## src/rtl/hdlc_pkg.sv

```systemverilog
// Shared types and constants for the HDLC transmit path.
package hdlc_pkg;

    typedef enum logic [2:0] {
        IDLE,
        START_FLAG,
        DATA,
        FCS,
        END_FLAG,
        ABORT
    } tx_state_t;

    localparam logic [7:0] HDLC_FLAG = 8'h7E;
    localparam logic [7:0] HDLC_ABORT = 8'hFE;
    localparam int HDLC_MAX_FRAME = 126;

endpackage

```

## src/rtl/hdlc_bit_stuffer.sv

```systemverilog
// Ones counter for HDLC zero insertion; stuff flags that the next line bit
// must be a stuffed 0.
import hdlc_pkg::*;

module hdlc_bit_stuffer #(
    parameter int STUFF_LIMIT = 5
) (
    input  logic clk,
    input  logic rst,
    input  logic tx_bit,
    input  logic enable,
    input  logic clear,
    output logic stuff
);

    localparam int CW = $clog2(STUFF_LIMIT + 1);
    localparam logic [CW-1:0] LAST = CW'(STUFF_LIMIT - 1);

    logic [CW-1:0] ones;

    assign stuff = enable && tx_bit && (ones == LAST);

    always_ff @(posedge clk) begin
        if (rst || clear) begin
            ones <= '0;
        end else if (enable) begin
            ones <= (tx_bit && !stuff) ? ones + 1'b1 : '0;
        end
    end

endmodule

```

## src/rtl/hdlc_tx_ctrl.sv

```systemverilog
// HDLC transmit bit sequencer: flags, stuffed data, optional FCS, abort.
// Define HDLC_TX_FCS_EN to append the two FCS bytes after the data.
import hdlc_pkg::*;

module hdlc_tx_ctrl #(
    parameter int MAX_FRAME_BYTES = HDLC_MAX_FRAME,
    parameter int STUFF_LIMIT = 5
) (
    input  logic       Clk,
    input  logic       Rst,
    input  logic       Tx_Enable,
    input  logic       Tx_AbortFrame,
    input  logic [7:0] Tx_FrameSize,
    input  logic [7:0] Tx_DataOutBuff,
    input  logic [7:0] Tx_FCSByte,
    output logic       Tx,
    output logic       Tx_RdBuff,
    output logic       Tx_NewByte,
    output logic [7:0] Tx_Data,
    output logic       Tx_ValidFrame,
    output logic       Tx_Done,
    output logic       Tx_AbortedTrans,
    output logic       Tx_StartFCS,
    output logic       Tx_WriteFCS
);

    localparam logic [7:0] MAX_SIZE = 8'(MAX_FRAME_BYTES);

    tx_state_t  state;
    logic [2:0] bit_idx;
    logic       stall;
    logic       tx_q;
    logic       new_byte_q;
    logic       aborted_q;
    logic [6:0] size_l;
    logic [6:0] byte_cnt;
    logic [7:0] data_q;
`ifdef HDLC_TX_FCS_EN
    logic       fcs_idx;
`endif

    logic       framing;
    logic       payload;
    logic       last_byte;
    logic       bit6;
    logic       next_bit;
    logic       stuff;
    logic [7:0] cur_byte;

    always_comb begin
        framing   = (state == START_FLAG) || (state == DATA) || (state == FCS);
        payload   = (state == DATA) || (state == FCS);
        last_byte = (byte_cnt == size_l - 7'd1);
        bit6      = (bit_idx == 3'd6) && !stall;
        cur_byte  = HDLC_FLAG;
        if (payload) begin
            cur_byte = data_q;
        end else if (state == ABORT) begin
            cur_byte = HDLC_ABORT;
        end
        next_bit = cur_byte[bit_idx + 3'd1];
    end

    hdlc_bit_stuffer #(
        .STUFF_LIMIT(STUFF_LIMIT)
    ) u_stuffer (
        .clk   (Clk),
        .rst   (Rst),
        .tx_bit(tx_q),
        .enable(payload && !stall),
        .clear (!payload),
        .stuff (stuff)
    );

    always_ff @(posedge Clk) begin
        if (Rst) begin
            state      <= IDLE;
            bit_idx    <= '0;
            stall      <= 1'b0;
            tx_q       <= 1'b1;
            data_q     <= '0;
            size_l     <= '0;
            byte_cnt   <= '0;
            new_byte_q <= 1'b0;
            aborted_q  <= 1'b0;
`ifdef HDLC_TX_FCS_EN
            fcs_idx    <= 1'b0;
`endif
        end else begin
            new_byte_q <= 1'b0;
            aborted_q  <= 1'b0;
            if (framing && Tx_AbortFrame) begin
                state     <= ABORT;
                tx_q      <= HDLC_ABORT[0];
                bit_idx   <= '0;
                stall     <= 1'b0;
                aborted_q <= 1'b1;
            end else begin
                unique case (state)
                    IDLE: begin
                        tx_q <= 1'b1;
                        if (Tx_Enable && (Tx_FrameSize != 8'd0)) begin
                            state   <= START_FLAG;
                            tx_q    <= HDLC_FLAG[0];
                            bit_idx <= '0;
                            size_l  <= (Tx_FrameSize > MAX_SIZE) ?
                                       MAX_SIZE[6:0] : Tx_FrameSize[6:0];
                        end
                    end
                    START_FLAG: begin
                        if (bit_idx == 3'd7) begin
                            state      <= DATA;
                            data_q     <= Tx_DataOutBuff;
                            tx_q       <= Tx_DataOutBuff[0];
                            bit_idx    <= '0;
                            byte_cnt   <= '0;
                            new_byte_q <= 1'b1;
                        end else begin
                            tx_q    <= next_bit;
                            bit_idx <= bit_idx + 3'd1;
                        end
                    end
                    DATA, FCS: begin
                        // bit index holds while the stuffed 0 is on the line
                        if (stuff) begin
                            tx_q  <= 1'b0;
                            stall <= 1'b1;
                        end else begin
                            stall <= 1'b0;
                            if (bit_idx != 3'd7) begin
                                tx_q    <= next_bit;
                                bit_idx <= bit_idx + 3'd1;
                            end else if ((state == DATA) && !last_byte) begin
                                data_q     <= Tx_DataOutBuff;
                                tx_q       <= Tx_DataOutBuff[0];
                                bit_idx    <= '0;
                                byte_cnt   <= byte_cnt + 7'd1;
                                new_byte_q <= 1'b1;
`ifdef HDLC_TX_FCS_EN
                            end else if ((state == DATA) || !fcs_idx) begin
                                state   <= FCS;
                                fcs_idx <= (state == FCS);
                                data_q  <= Tx_FCSByte;
                                tx_q    <= Tx_FCSByte[0];
                                bit_idx <= '0;
`endif
                            end else begin
                                state   <= END_FLAG;
                                tx_q    <= HDLC_FLAG[0];
                                bit_idx <= '0;
                            end
                        end
                    end
                    END_FLAG, ABORT: begin
                        if (bit_idx == 3'd7) begin
                            state <= IDLE;
                            tx_q  <= 1'b1;
                        end else begin
                            tx_q    <= next_bit;
                            bit_idx <= bit_idx + 3'd1;
                        end
                    end
                    default: state <= IDLE;
                endcase
            end
        end
    end

    assign Tx              = tx_q;
    assign Tx_Data         = data_q;
    assign Tx_NewByte      = new_byte_q;
    assign Tx_AbortedTrans = aborted_q;
    assign Tx_ValidFrame   = framing;
    assign Tx_Done         = (state == IDLE);
    assign Tx_RdBuff       = bit6 && ((state == START_FLAG) ||
                                      ((state == DATA) && !last_byte));

`ifdef HDLC_TX_FCS_EN
    assign Tx_StartFCS = (state == START_FLAG) && (bit_idx == 3'd0);
    assign Tx_WriteFCS = bit6 && (((state == DATA) && last_byte) ||
                                  ((state == FCS) && !fcs_idx));
`else
    logic unused_fcs;
    assign unused_fcs  = ^Tx_FCSByte;
    assign Tx_StartFCS = 1'b0;
    assign Tx_WriteFCS = 1'b0;
`endif

endmodule
```

## config.mk

```make
export PLATFORM = sky130hd
export DESIGN_NAME = hdlc_tx_ctrl
export DESIGN_NICKNAME = d
export VERILOG_FILES = /design/src/rtl/hdlc_pkg.sv /design/src/rtl/hdlc_bit_stuffer.sv /design/src/rtl/hdlc_tx_ctrl.sv
export SDC_FILE = /design/constraint.sdc
export NUM_CORES = 1
export LEC_CHECK = 0
export ABC_AREA = 1
export ABC_CLOCK_PERIOD_IN_PS = 3800
export CAP_MARGIN = 0
export CELL_PAD_IN_SITES_DETAIL_PLACEMENT = 0
export CELL_PAD_IN_SITES_GLOBAL_PLACEMENT = 1
export CORE_MARGIN = 3
export CORE_UTILIZATION = 39
export DETAILED_ROUTE_END_ITERATION = 12
export PLACE_DENSITY = 0.95
export RECOVER_POWER = 50
export SKIP_LAST_GASP = 1
export SLEW_MARGIN = 15
export SYNTH_ARGS = -nofsm -noshare
export SYNTH_HDL_FRONTEND = slang
export SYNTH_HIERARCHICAL = 1
export SYNTH_SLANG_ARGS = --single-unit
export TNS_END_PERCENT = 50
```

## constraint.sdc

```tcl
create_clock -name Clk -period 3.8 [get_ports Clk]
set_input_delay 0.76 -clock Clk [delete_from_list [all_inputs] [get_ports Clk]]
set_output_delay 0.76 -clock Clk [all_outputs]
set_load 0.1 [all_outputs]
```

Word-level counts from Yosys, hierarchy flattened --
Index checks and enable logic that the tools add are counted.
Cells by class: divide/modulo/power cells 0, add/subtract/negate cells 4, reduce and logical (&&, ||, !) cells 31, $mul 0, bitwise gates (word level) 1, order comparisons 2, shifts and indexed selects 0, eq/ne operators 24, mux-type cells 45
Operators by type and width (count):
- 8-bit 2-to-1 mux | 6
- 3-bit 2-to-1 mux | 13
- 7-bit 2-to-1 mux | 5
- 3-bit case mux with 4 select lines | 2
- 6-bit AND reduction | 3
- 8-bit case mux with 2 select lines | 1
- 3-bit equality test (second input constant) | 5
- 3-bit != test (second input constant) | 5
- 1-bit 2-to-1 mux | 14
- 7-bit case mux with 2 select lines | 1
- 2-bit != test (second input constant) | 6
- 1-bit logical AND | 9
- 8-bit by 7-bit > comparator with 1-bit output (second input constant) | 1
- 8-bit nonzero test | 1
- 7-bit by 1-bit adder with 7-bit output (second input constant) | 1
- 7-bit equality test | 1
- 7-bit by 1-bit subtractor with 7-bit output (second input constant) | 1
- 3-bit by 1-bit adder with 3-bit output (second input constant) | 2
- 3-bit by 2-bit equality test with 1-bit output (second input constant) | 2
- 3-bit by 1-bit != test with 1-bit output (second input constant) | 2
- 2-bit OR reduction | 3
- 1-bit logical OR | 5
- 5-bit nonzero test | 1
- 1-bit zero test | 4
- other kinds (12) | 13
Word-level totals: output and inout bits 16, latch bits 0, register bits after elaboration 35, memory bits (writable) 0, logic and storage cells 118, memories 0, bits of input ports 28, bits in read-only memories 0

Logic depth before layout (Yosys ltp) --
Gate-level depths: netlist of run 1.
depth in word-level cells 9, mapped depth 18, depth with buffers taken out 16

Hierarchy --
Netlist of run 1, hierarchy kept.
Modules (own cells, without submodules):
- hdlc_tx_ctrl | instances 1, sequential area each 640.6 um^2, cells each 304, area each 1995.7 um^2
- hdlc_bit_stuffer | instances 1, sequential area each 60.1 um^2, cells each 33, area each 219.0 um^2

Least setup slack after synthesis of run 1 --
Ideal clock, no wire load.
path kind register to output, start register size_l[0], end output Tx_RdBuff, path buffers 0, data required time 3.040 ns, path slack -0.260 ns, arrival time 3.300 ns, cell stages (with the launch flop) 11, path through dfxtp_1 inv_1 ha_1 inv_1 nand2_1 a21oi_1 nor2_1 nand3_1 o21bai_4 and2_1 nor3_1
Between the ends: cells in the longest elaborated chain, start to end 6
Ends and longest elaborated chain:
- start: declaration | RTL line hdlc_tx_ctrl.sv:35 | logic [6:0] size_l;
- start signal: assignment | RTL line hdlc_tx_ctrl.sv:106 | size_l <= (Tx_FrameSize > MAX_SIZE) ?
- 7-bit by 1-bit subtractor with 7-bit output | RTL line hdlc_tx_ctrl.sv:53 | last_byte = (byte_cnt == size_l - 7'd1);
- 7-bit equality test | RTL line hdlc_tx_ctrl.sv:53
- 1-bit zero test | RTL line hdlc_tx_ctrl.sv:176 | ((state == DATA) && !last_byte));
- 1-bit logical AND | RTL line hdlc_tx_ctrl.sv:176
- 1-bit logical OR | RTL line hdlc_tx_ctrl.sv:175 | assign Tx_RdBuff = bit6 && ((state == START_FLAG) ||
- 1-bit logical AND | RTL line hdlc_tx_ctrl.sv:175
- end: declaration | RTL line hdlc_tx_ctrl.sv:17 | output logic Tx_RdBuff,
Every way passes these cells.

Worst setup path in the final report of run 1 --
Ends and elaborated chain as after synthesis.

==> flow_metrics.tcl, run 1 <==
set metrics [dict create \
    outcome "completed" \
    ff_latch_area_um2 700.7 \
    cts_hold_buffers 0 \
    cts.sinks 35 \
    muxShareOfSynthArea_pct 0 \
    grt_pass1_vias 1997 \
    synth_cell_types 34 \
    track_usage_pct 16.04 \
    synth_edf_count 0 \
    drc_errors 0 \
    start_util_pct 41.76 \
    synth_xor_area_share_pct 2.373 \
    synth_top_family_by_area "simple AND/OR/NAND/NOR gates" \
    path_max_fanout 5 \
    multiInputGateArea_um2 1250 \
    cts.path.max_buffers 2 \
    ys_warn_count 6 \
    drtPass1Iterations 4 \
    fin_setup_tns_ns 0 \
    grt_max_degree 21 \
    dp_hpwl_um 3887 \
    p_per_area_nw_per_um2 593.8 \
    area_growth_pct 22.15 \
    synth_area_um2 2215 \
    ctsRootBufferMaster "clkbuf_8" \
    max_cap_viol_count 0 \
    place_congestion 0.8721 \
    setup_viol 0 \
    cts_inserted_buffers 5 \
    rsz0062_at_grt "false" \
    finalCritPeriodShare_pct 79.48 \
    min_path_type "flip-flop to flip-flop" \
    dieArea_um2 6619 \
    required_ns 3.04 \
    netlist_instances 337 \
    ir_worst_vdd_v 0.0002505 \
    worstPathCellList "inv_1, ha_1, nand2_1, inv_1, nor2_1, nand2_1, nor2_1, nand3_1, o21bai_4, and2_1, nor3_2, buf_4" \
    die_h_um 81.36 \
    antenna_found_initial 0 \
    yosysSeqAreaShare_pct 31.64 \
    drt-initial-drc-count 116 \
    fin_nets 412 \
    criticalPathCategory "flip-flop to output pin" \
    p_leak_nw 1.197 \
    dpl-instance-area_um2 2587 \
    crit_path_top_delay_cell "dfxtp_1" \
    worstPathBufferInverterCount 3 \
    fp.coreArea_um2 5303 \
    wl_per_cell_um 11.48 \
    synthArstFlopShare_pct 0 \
    cp-start-kind "flip-flop" \
    port_buffers 33 \
    cts-resized-gates 0 \
    synth_area_leader_cell "dfxtp_1" \
    fillCellCount 553 \
    critPathMaxStageDelay_ns 0.38 \
    cts_tree "done" \
    syn-mean-instance-area_um2 6.572 \
    cts_setup_buffers 0 \
    vias_per_cell 4.849 \
    ys.flop_type "dfxtp_1" \
    crit_family "simple AND/OR/NAND/NOR gates" \
    overflow 0 \
    rows 26 \
    ys_ff_latch 35 \
    fin_skew_ns 0.007671 \
    cp-end-kind "output pin" \
    synth_compound_area_share_pct 14.92 \
    stdcell_area_um2 2705 \
    tightest_slew_ns 1.155 \
    htreeDepth 2 \
    yosys.area_share.adder_pct 6.780 \
    max-slew-margin-rel_pct 23.31 \
    fin_crit_ns 3.020 \
    vias 2148 \
    antenna_cells 0 \
    clk_pin_slew_ns 0.07 \
    ant_nets 0 \
    clock_latency_ns 0.28 \
    finalNonFillerCells 443 \
    max_freq_mhz 331.1 \
    hold_violations 0 \
    synth-simple-area-share_pct 32.15 \
    synthTopCellsByArea "dfxtp_1 32%, nand2_1 13%, inv_1 9.0%, nor2_1 7.1%, ha_1 6.8%" \
    synth_top_area_share_pct 31.64 \
    ioPinCount 44 \
    drive_gt1_share_pct 5.898 \
    final_max_slew_viol_count 0 \
    crit_arrival_ns 2.26 \
    dpl.cell_count 435 \
    die_w_um 81.36 \
    grt_pass1_wl_um 8383 \
    routed_wl_um 5085 \
]
-- routing by layer --
metal	track usage (%)	vias to the layer above	wire length, µm
li1	-	1144	-
met1	21.02	953	2524
met4	4.730	0	51
met2	26.22	44	2236
met5	0	-	0
met3	3.548	7	272
-- synth_stat cells (4+ instances only) --
cell / n
nor2_1: 42
nand2_1: 75
dfxtp_1: 35
nand2_2: 4
inv_1: 53
a21oi_1: 27
nor3_1: 6
nor2_2: 4
ha_1: 12
o21ai_0: 15
nand3_1: 26
-- cell usage in the layout (no fill, tap or decap), types with 5 or more instances in the layout --
master	synthesis	routed
a21oi_1	27	27
clkbuf_8	0	5
clkdlybuf4s50_1	0	20
dfxtp_1	35	35
dlygate4sd3_1	0	10
ha_1	12	12
inv_1	53	53
nand2_1	75	77
nand3_1	26	26
nor2_1	42	43
nor3_1	6	5
o21ai_0	15	15
-- where the power goes --
group	switching (mW)	internal (mW)
logic	0.515	0.224
clock network	0.134	0.262
registers	0.0559	0.415
total	0.705	0.901
-- state kept, by name, indices dropped and copies added (netlist names) --
register,flops
Tx_Data,8
byte_cnt,7
size_l,7
bit_idx,3
state,3
u_stuffer/ones,3
Tx,1
Tx_AbortedTrans,1
Tx_NewByte,1
stall,1
-- path summary, 6_finish.rpt --
path | startpoint | to | slack [ns] | depth (start not counted)
worst min register to register | Tx_Data[7]$_SDFFE_PP0P_ | Tx_Data[7]$_SDFFE_PP0P_ | 0.47 | 2
worst max register to register | state[2]$_SDFFE_PP0P_ | Tx_Data[6]$_SDFFE_PP0P_ | 1.02 | 15
worst max-delay path | size_l[0]$_SDFFE_PP0P_ | Tx_RdBuff | 0.78 | 12
worst min-delay path | Tx_Data[7]$_SDFFE_PP0P_ | Tx_Data[7]$_SDFFE_PP0P_ | 0.47 | 2
-- logic make-up (layout without fill, tap and decap cells) --
kind of cell,count (synthesis),count (layout)
simple gates,165,165
buf+inv,62,97
compound gates,56,56
flops,35,35
fa+ha+maj,12,12
xor+xnor,6,6
other cells,1,2
-- stage by stage --
step           hold WS, ns  util (%)  worst slack, ns  power, mW
2_1_floorplan       0.4584         -           0.6011      1.071
3_3_place_gp        0.4612     48.80            1.059      1.221
3_5_place_dp        0.4631     48.80            1.022      1.228
4_1_cts             0.4771     51.30           0.7411      1.629
5_1_grt             0.5003     51.01           0.5312      1.722
6_report            0.4746     51.01           0.7796      1.606
-- cell type report --
type	count	share of cell area, %
Sequential cell	35	25.90
Tap cell	70	3.238
Clock inverter	2	2.220
Inverter	54	7.539
Multi-Input combinational cell	241	46.21
Timing Repair Buffer	35	12.21
Clock buffer	6	2.683
-- tightest hold or removal path: cells and delay by family (launching register included) --
kind	cells	cell delay (ns)
DFF	1	0.31
AOI/OAI and AO/OA	1	0.06
buffers and inverters	1	0.06
Power figures use the tool's default switching activity.
==> run 2: changes to the inputs <==
- ABC_CLOCK_PERIOD_IN_PS: 3800 -> 2900
- CORE_UTILIZATION: 39 -> 36
- PLACE_DENSITY: 0.95 -> 0.91
- clock period: 3.8 -> 2.9 ns (I/O delays scaled with it)
==> flow_metrics.tcl, run 2 (synthesis gave the netlist of run 1 again) <==
set metrics [dict create \
    outcome "completed" \
    die_h_um 84.43 \
    largest_reg_flops 8 \
    grt_pass1_wl_um 8990 \
    area_growth_pct 20.23 \
    crit_end "Tx_RdBuff" \
    antenna_found_initial 0 \
    drc_errors 0 \
    p_per_area_nw_per_um2 747.6 \
    overflow 0 \
    ant_nets 0 \
    tightest_slew_ns 1.171 \
    dieArea_um2 7128 \
    die_w_um 84.43 \
    hold_violations 0 \
    min_path_type "flip-flop to flip-flop" \
    track_usage_pct 15.06 \
    wl_per_cell_um 11.45 \
    power_mw 1.991 \
    crit_arrival_ns 2.06 \
    rsz0062_at_grt "false" \
    ff2ff_path_depth 14 \
    fin_setup_tns_ns 0 \
    fin_skew_ns 0.009560 \
    vias_per_cell 4.804 \
    fin_nets 415 \
    routed_wl_um 5129 \
    start_util_pct 38.56 \
    max_cap_viol_count 0 \
    drtPass1Iterations 4 \
    criticalPathCategory "flip-flop to output pin" \
    final_max_slew_viol_count 0 \
    crit_start "size_l[0]$_SDFFE_PP0P_" \
    fp.coreArea_um2 5743 \
    layout_common_cells "77 x nand2_1, 53 x inv_1, 42 x nor2_1" \
    cp-start-kind "flip-flop" \
    clk_pin_slew_ns 0.07 \
    antenna_cells 0 \
    rows 27 \
    ioPinCount 44 \
    rrSetupSlack_ns 0.41 \
    worstReg2RegStart "state[2]$_SDFFE_PP0P_" \
    r2r-end "Tx_Data[2]$_SDFFE_PP0P_" \
    htreeDepth 2 \
    dp_hpwl_um 4037 \
    final_common_cell "nand2_1" \
    finalCritPeriodShare_pct 90.91 \
    cp-end-kind "output pin" \
    drt-initial-drc-count 106 \
    drive_gt1_share_pct 7.713 \
    max_freq_mhz 379.3 \
    ir_worst_vdd_v 0.0003319 \
    setup_viol 0 \
    cts.path.max_buffers 2 \
    required_ns 2.32 \
    cts_tree "done" \
    cts.sinks 35 \
    place_congestion 0.8820 \
    clock_latency_ns 0.28 \
    max-slew-margin-rel_pct 22.25 \
    fin_crit_ns 2.637 \
    cts_inserted_buffers 5 \
    vias 2152 \
    ctsRootBufferMaster "clkbuf_8" \
    p_leak_nw 1.148 \
    cts_setup_buffers 0 \
    port_buffers 33 \
    grt_pass1_vias 2012 \
    path_max_fanout 5 \
    grt_max_degree 21 \
]
run 2: what timing repair did:
item | in CTS | in global routing
endpoints found under the setup margin | 0 | 4
resized for setup | 0 | 3
hold buffers | 0 | 0
run 2: power breakdown:
part | total, mW | switching, mW | leakage, nW | internal, mW
combinational | 0.988 | 0.683 | 0.813 | 0.305
clock | 0.386 | 0.170 | 0.0505 | 0.216
sequential | 0.617 | 0.0723 | 0.285 | 0.545
total | 1.99 | 0.925 | 1.15 | 1.07
run 2: how the worst min path moves through the flow:
stage                                  startpoint  depth (start not counted)                      end  slack [ns]
final                     Tx_Data[2]$_SDFFE_PP0P_                          2  Tx_Data[2]$_SDFFE_PP0P_        0.48
after global routing      Tx_Data[4]$_SDFFE_PP0P_                          2  Tx_Data[4]$_SDFFE_PP0P_        0.50
after CTS                 Tx_Data[5]$_SDFFE_PP0P_                          2  Tx_Data[5]$_SDFFE_PP0P_        0.48
after detailed placement  Tx_Data[5]$_SDFFE_PP0P_                          2  Tx_Data[5]$_SDFFE_PP0P_        0.47
after global placement    Tx_Data[7]$_SDFFE_PP0P_                          2  Tx_Data[7]$_SDFFE_PP0P_        0.47
after floorplan            size_l[0]$_SDFFE_PP0P_                          2   size_l[0]$_SDFFE_PP0P_        0.46
run 2: metal layers:
layer	routed length, µm	up-vias	GRT usage (%)	part of all wire (%)
met5	0	-	0	0
met4	31	0	4.029	0.60
met3	233	4	4.024	4.5
met2	2261	40	23.39	44
met1	2602	955	20.67	51
li1	-	1153	-	-
run 2: final cells by class:
type	instances	area, µm²
sequential	35	701.9
tap	72	90.09
fill	631	3080
multi-input combinational	241	1266
clock inverter	1	7.507
inverter	54	203.9
timing repair buffer	38	296.5
clock buffer	7	96.34
run 2: stage by stage:
| stage | setup slack, ns | hold WS (ns) | instances | util (%) | area, µm² |
|---|---|---|---|---|---|
| floorplan | 0.04956 | 0.4584 | 338 | - | 2230 |
| global placement | 0.3541 | 0.4669 | 440 | 45.34 | 2604 |
| detailed placement | 0.3194 | 0.4687 | 440 | 45.34 | 2604 |
| CTS | 0.1347 | 0.4815 | 448 | 47.15 | 2708 |
| global route | 0.04665 | 0.5039 | 448 | 46.36 | 2663 |
| finish | 0.2635 | 0.4768 | 448 | 46.36 | 2663 |
run 2: worst max-delay path: stages, from the launching register on:
cell and delay (ns):
dfxtp_2 0.36, inv_1 0.09, ha_1 0.32, nand2_1 0.07, inv_1 0.03, nor2_1 0.07
nand2_1 0.05, nor2_1 0.10, nand3_1 0.14, o21bai_4 0.16, and2_4 0.17, nor3_4 0.04
buf_12 0.17
